## config.mk

```make
export PLATFORM = sky130hd
export DESIGN_NAME = ipml_fifo_burst_reader
export DESIGN_NICKNAME = d
export VERILOG_FILES = /design/src/rtl/ipml_fifo_burst_reader_pkg.sv /design/src/rtl/ipml_fifo_rd_outreg.sv /design/src/rtl/ipml_fifo_burst_reader.sv
export SDC_FILE = /design/constraint.sdc
export NUM_CORES = 1
export LEC_CHECK = 0
export ABC_AREA = 1
export BUFFER_PORTS_ARGS = -buffer_cell sky130_fd_sc_hd__buf_2
export CORE_MARGIN = 1
export CORE_UTILIZATION = 38
export DETAILED_ROUTE_END_ITERATION = 10
export GPL_TIMING_DRIVEN = 0
export PLACE_DENSITY = 0.71
export REMOVE_ABC_BUFFERS = 1
export SYNTH_ARGS = -nofsm -noshare
export SYNTH_HDL_FRONTEND = slang
export SYNTH_HIERARCHICAL = 1
export SYNTH_SLANG_ARGS = --single-unit
```

## constraint.sdc

```tcl
create_clock -name rd_clk -period 1.6 [get_ports rd_clk]
set_input_delay 0.32 -clock rd_clk [delete_from_list [all_inputs] [get_ports rd_clk]]
set_output_delay 0.32 -clock rd_clk [all_outputs]
set_load 0.05 [all_outputs]
```

## src/rtl/ipml_fifo_burst_reader_pkg.sv

```systemverilog
`default_nettype none
// ============================================================================
// Module      : ipml_fifo_burst_reader_pkg
// Description : Shared types and sizing helpers for the FIFO burst reader
//               and its output register.
// Revision    : 1.0  initial release
// ============================================================================
package ipml_fifo_burst_reader_pkg;

    // Burst reader control states
    typedef enum logic [1:0] {
        ST_IDLE  = 2'd0,
        ST_RUN   = 2'd1,
        ST_DRAIN = 2'd2
    } rd_state_e;

    // Default burst length field width and the matching beat counter width.
    // The counter carries one extra bit so a full 2^LEN_W beat burst never wraps.
    localparam int C_LEN_W_DEFAULT = 8;
    localparam int C_CNT_W_DEFAULT = C_LEN_W_DEFAULT + 1;

    // Beat counter width for a given length field width
    function automatic int cnt_width(input int len_w);
        return len_w + 1;
    endfunction

endpackage
`default_nettype wire

```

## src/rtl/ipml_fifo_rd_outreg.sv

```systemverilog
`default_nettype none
// ============================================================================
// Module      : ipml_fifo_rd_outreg
// Description : Output data/valid/last register for read-side FIFO consumers.
//               Loads a beat on load_i, holds it while the sink stalls, and
//               drops valid once the beat is taken with nothing new behind it.
// Revision    : 1.0  initial release
// ============================================================================
module ipml_fifo_rd_outreg #(
    parameter int DATA_W = 32
) (
    input  logic              clk_i,
    input  logic              rst_i,
    input  logic              load_i,
    input  logic [DATA_W-1:0] data_i,
    input  logic              last_i,
    input  logic              force_last_i,
    input  logic              ready_i,
    output logic [DATA_W-1:0] data_o,
    output logic              valid_o,
    output logic              last_o
);

    logic [DATA_W-1:0] data_q;
    logic              valid_q;
    logic              last_q;

    // Beat register: load new word, otherwise hold data/last until accepted
    always_ff @(posedge clk_i or posedge rst_i) begin
        if (rst_i) begin
            data_q  <= '0;
            valid_q <= 1'b0;
            last_q  <= 1'b0;
        end else if (load_i) begin
            data_q  <= data_i;
            valid_q <= 1'b1;
            last_q  <= last_i;
        end else begin
            if (valid_q && ready_i) begin
                valid_q <= 1'b0;
            end
            if (force_last_i) begin
                last_q <= 1'b1;
            end
        end
    end

    assign data_o  = data_q;
    assign valid_o = valid_q;
    assign last_o  = last_q;

endmodule
`default_nettype wire

```

## src/rtl/ipml_fifo_burst_reader.sv

```systemverilog
`default_nettype none
// ============================================================================
// Module      : ipml_fifo_burst_reader
// Description : Pops a commanded burst (cmd_len+1 words) from a first-word-
//               fall-through FIFO read port and re-presents it as a registered
//               valid/ready stream with a last-beat marker.
//               Optional macro FIFO_RD_TIMEOUT_EN adds a starvation timeout
//               that aborts a stalled burst and pulses err.
// Revision    : 1.0  initial release
// ============================================================================
import ipml_fifo_burst_reader_pkg::*;

module ipml_fifo_burst_reader #(
    parameter int DATA_W      = 32,
    parameter int LEN_W       = 8,
    parameter int TIMEOUT_CYC = 1024
) (
    input  logic              rd_clk,
    input  logic              rd_rst,
    input  logic              cmd_valid,
    output logic              cmd_ready,
    input  logic [LEN_W-1:0]  cmd_len,
    input  logic [DATA_W-1:0] fifo_rd_data,
    input  logic              fifo_rd_vld,
    output logic              fifo_rd_en,
    output logic [DATA_W-1:0] m_data,
    output logic              m_valid,
    input  logic              m_ready,
    output logic              m_last,
    output logic              busy,
    output logic              done,
    output logic              err
);

    localparam int CNT_W = cnt_width(LEN_W);

    rd_state_e        state_q;
    logic [LEN_W-1:0] len_q;
    logic [CNT_W-1:0] cnt_q;
    logic             done_q;
    logic             err_q;

    logic             w_pop;
    logic             w_last_beat;
    logic             w_abort;
    logic             w_force_last;

    // Pop only when the output register can take the word; never looks at fifo_rd_vld
    assign fifo_rd_en   = (state_q == ST_RUN) && (!m_valid || m_ready);
    assign w_pop        = fifo_rd_en && fifo_rd_vld;
    assign w_last_beat  = (cnt_q == {1'b0, len_q});
    assign w_force_last = w_abort && m_valid && !m_ready;

`ifdef FIFO_RD_TIMEOUT_EN
    localparam int              STV_W     = $clog2(TIMEOUT_CYC + 1);
    localparam logic [STV_W-1:0] C_STV_MAX = STV_W'(TIMEOUT_CYC - 1);

    logic [STV_W-1:0] starv_q;

    // Count cycles spent asking for data the FIFO cannot supply
    always_ff @(posedge rd_clk or posedge rd_rst) begin
        if (rd_rst) begin
            starv_q <= '0;
        end else if ((state_q != ST_RUN) || w_pop) begin
            starv_q <= '0;
        end else if (fifo_rd_en && !fifo_rd_vld && (starv_q != C_STV_MAX)) begin
            starv_q <= starv_q + STV_W'(1);
        end
    end

    assign w_abort = (state_q == ST_RUN) && (starv_q == C_STV_MAX) && !w_pop;
`else
    // Without the timeout the burst waits for data indefinitely
    if (TIMEOUT_CYC > 0) begin : g_no_timeout
        assign w_abort = 1'b0;
    end else begin : g_no_timeout_zero
        assign w_abort = 1'b0;
    end
`endif

    // Burst control FSM with registered done/err pulses
    always_ff @(posedge rd_clk or posedge rd_rst) begin
        if (rd_rst) begin
            state_q <= ST_IDLE;
            len_q   <= '0;
            cnt_q   <= '0;
            done_q  <= 1'b0;
            err_q   <= 1'b0;
        end else begin
            done_q <= 1'b0;
            err_q  <= 1'b0;
            case (state_q)
                ST_IDLE: begin
                    if (cmd_valid) begin
                        len_q   <= cmd_len;
                        cnt_q   <= '0;
                        state_q <= ST_RUN;
                    end
                end
                ST_RUN: begin
                    if (w_pop) begin
                        cnt_q <= cnt_q + CNT_W'(1);
                        if (w_last_beat) begin
                            state_q <= ST_DRAIN;
                        end
                    end else if (w_abort) begin
                        err_q <= 1'b1;
                        if (m_valid && !m_ready) begin
                            // A beat is still stalled: close the burst on it
                            state_q <= ST_DRAIN;
                        end else begin
                            state_q <= ST_IDLE;
                            done_q  <= 1'b1;
                        end
                    end
                end
                ST_DRAIN: begin
                    if (m_valid && m_ready && m_last) begin
                        done_q  <= 1'b1;
                        state_q <= ST_IDLE;
                    end
                end
                default: begin
                    state_q <= ST_IDLE;
                end
            endcase
        end
    end

    ipml_fifo_rd_outreg #(
        .DATA_W (DATA_W)
    ) u_outreg (
        .clk_i        (rd_clk),
        .rst_i        (rd_rst),
        .load_i       (w_pop),
        .data_i       (fifo_rd_data),
        .last_i       (w_last_beat),
        .force_last_i (w_force_last),
        .ready_i      (m_ready),
        .data_o       (m_data),
        .valid_o      (m_valid),
        .last_o       (m_last)
    );

    assign cmd_ready = (state_q == ST_IDLE);
    assign busy      = (state_q != ST_IDLE);
    assign done      = done_q;
    assign err       = err_q;

endmodule
`default_nettype wire

```

==> metrics.md <==
| Metric | Value |
|---|---|
| Hold Crit Class | input pin to async pin |
| Final min period | 1.518 ns |
| Switching pwr | approximately 3.7 mW |
| FP Rows | 29 |
| R2r worst-path depth | 8 |
| Power Total | 7.063 mW |
| Clk pwr share | 12.8% |
| Max_cap viols | 0 |
| Core outline area | 6350 um2 |
| Crit path kind | flip-flop to output port |
| Final Instance Count excl. Fillers | 462 |
| Power per Cell Area | around 2300 nW/um2 |
| Final Cycle Share | 94.90% |
| Worst-path clk slew | 0.09 ns |
| Crit end category | output port |
| CP Launch Point | state_q[1]$_DFFE_PP0P_ |
| Die width | between 80 and 90 um |
| P_int | 3.367 mW |
| Synth Cell Area | 2494 um2 |
| CTS tree | yes |
| Fin Clk Skew | 0.006719 ns |
| FF-to-FF End | u_outreg/last_o$_DFFE_PP0P_ |
| Number of distinct library cells after synthesis | 28 |
| Yosys reg bits | 54 |
| Max Clk Rate | 658.6 MHz |
| Drt first pass iters | 4 |
| Worst endpoint data arrival time | 1.20 ns |
| Sw Ratio | 52.33% |
| Ys Warns | 6 |
| Worst-path cell chain | nor2_2, inv_1, buf_2 |
| P&R area growth vs syn | 22.58% |
| Final Wtd Congestion | between 0.8 and 0.9 |
| Total congestion overflow | 0 |
| Inserted Clock Buffers | 5 |
| Routed Antenna Nets | 0 |
| Detailed Route WL | 5.496 mm |
| Final Cell Area | 3057 um2 |
| CP max FO | 4 |
| Mean post-synth cell area | 8.340 um2 |
| CP top delay family | flip-flops |
| Number of inserted diodes | 0 |
| Combinational share of power | 53.2% |
| Placed inst area | 2897 um2 |
| Post-synth top area share | between 50% and 60% |
| Fin worst setup slack | around 0.082 ns |
| Mapped Cells | between 200 and 300 |
| Sequential fraction of the synthesis area | 54.19% |
| Peak supply drop | 1356 uV |
| Vias | 2109 |
| Worst path bufs/invs | 2 |
| Slew Viols, Final | 0 |
| Setup-failing EPs final | 0 |
| Worst path max stage delay | 0.45 ns |
| Seq pwr share | approximately a third |
| Slew margin rel. | a little under half |
| CTS sink count | 54 |
| Reg2Reg Launch Point | state_q[0]$_DFFE_PP0P_ |
| Status | finished, final reports clean |
| Initial DRC count | 86 |
| Reg2reg setup slack | 0.14 ns |
| Worst skew pair latency | slightly above 0.3 ns |
| Initial antenna violation count | 0 |
| Via/cell ratio | 4.565 |
| RSZ-0062 raised after global routing | false |
| Gr usage total | around 17% |
| Commonest cells after routing, fill and taps aside | nand2_1, buf_2, dfrtp_1 |
| Synth area leaders | dfrtp_1, nand2_1, inv_1 |
| Post-CTS Hold Fix Bufs | 0 |
| Number of I/O pins | 84 |
| Die Y | 83.01 um |
| Placed Cells | between 400 and 500 |
| CP Launch Type | flip-flop |
| Wirelength per Cell | 11.90 um |
| First-pass GRT wire length | between 9 and 10 mm |
| CTS max path bufs | 2 |
| CTS H-tree depth | 2 |
| Residual DRC | 0 |
| Die footprint | 6890 um2 |
| Leakage | approximately 1.7 nW |
| Post-Place Worst Slack | -0.7612 ns |
| Worst-Margin Slew | 0.7794 ns |
| Leading cell type in the layout, fill and taps excluded | nand2_1 |
| Final HPWL DP | 3.794 mm |
| Share of layout cells above drive strength 1 | 30.13% |
| CTS Root Cell | clkbuf_8 |
| Synth area leader | dfrtp_1 |
| Vias in the first global route | 2176 |
| Final Hold Fails | 0 |
| Initial Utilization | 39.27% |
| Nets | 430 |
| Port buffer count | 82 |
| Pin count of the biggest net entering global routing | 36 |
| CP required | between 1 and 1.5 ns |
| Critical path's slowest cell | dfrtp_1 |
## registers in the layout, summed over array words and instances (netlist names)
| name | count |
|---|---|
| cnt_q | 9 |
| u_outreg/last_o | 1 |
| u_outreg/data_o | 32 |
| state_q | 2 |
| u_outreg/valid_o | 1 |
| done | 1 |
| len_q | 8 |
## routing by layer
layer | up-vias | part of all wire, % | global-route usage, %
met1 | 952 | 44 | 19.69
met4 | 0 | 2.2 | 7.524
met2 | 68 | 47 | 29.14
met3 | 11 | 6.7 | 4.871
li1 | 1078 | - | -
met5 | - | 0 | 0
## final cells by class
| type | instances | area (um2) |
|---|---|---|
| fill | 632 | 3293 |
| sequential | 54 | 1351 |
| multi-input combinational | 205 | 914.6 |
| timing repair buffer | 86 | 449.2 |
| inverter | 31 | 127.6 |
| tap | 77 | 96.34 |
| clock buffer | 6 | 72.57 |
| clock inverter | 2 | 37.54 |
| timing repair inverter | 1 | 7.507 |
## power groups by stage
stage	sequential (mW)	clock (mW)	combinational (mW)
3_3_place_gp	2.39	0	3.61
3_5_place_dp	2.41	0	3.68
5_1_grt	2.48	0.996	4.07
4_1_cts	2.40	0.950	3.77
2_1_floorplan	3.78	0	1.38
6_report	2.40	0.906	3.76
## cell families (layout without fill, tap and decap cells)
group | Yosys count | count (layout) | share of synthesized area [%]
AO/OA/AOI/OAI | 17 | 17 | 3.512
XOR/XNOR | 2 | 2 | 0.7026
adder cells (fa/ha/maj) | 1 | 1 | 0.5017
buffers and inverters | 41 | 126 | 9.282
flip-flops | 54 | 54 | 54.19
other | 1 | 2 | 0.1504
AND/OR/NAND/NOR | 183 | 183 | 31.66
## worst max path at each step
stage | slack, ns | to | depth (start not counted)
after detailed placement | -0.76 | u_outreg/data_o[15]$_DFFE_PP0P_ | 6
after floorplan | -0.34 | u_outreg/last_o$_DFFE_PP0P_ | 6
after CTS | 0.03 | cmd_ready | 2
final | 0.08 | busy | 3
after global routing | 0.004 | busy | 3
after global placement | -0.74 | u_outreg/last_o$_DFFE_PP0P_ | 6
## timing repair
item                       in CTS  in global routing
gates cloned                    1                  0
setup endpoints to repair      38                  2
setup buffers                   4                  0
pin swaps                       1                  0
gates resized for setup         3                  3
## per-stage QoR
step / hold slack, ns / utilization (%) / TNS, ns
2_1_floorplan: 0.2838 / - / -11.23
3_5_place_dp: 0.4549 / 45.62 / -26.39
6_report: 0.1310 / 48.14 / 0
5_1_grt: 0.1818 / 48.14 / 0
3_3_place_gp: 0.4493 / 45.62 / -25.87
4_1_cts: 0.1626 / 48.04 / 0
## synthesized netlist by cell type, drive strengths merged
cell type,count
inv,31
and2,2
nand3,12
conb,1
buf,10
nor2,8
nand4,7
a21oi,2
o21ai,14
nor3,4
o211ai,1
xnor2,1
dfrtp,54
xor2,1
nand2,150
ha,1
Note: power is estimated with default switching activity, not from simulation.
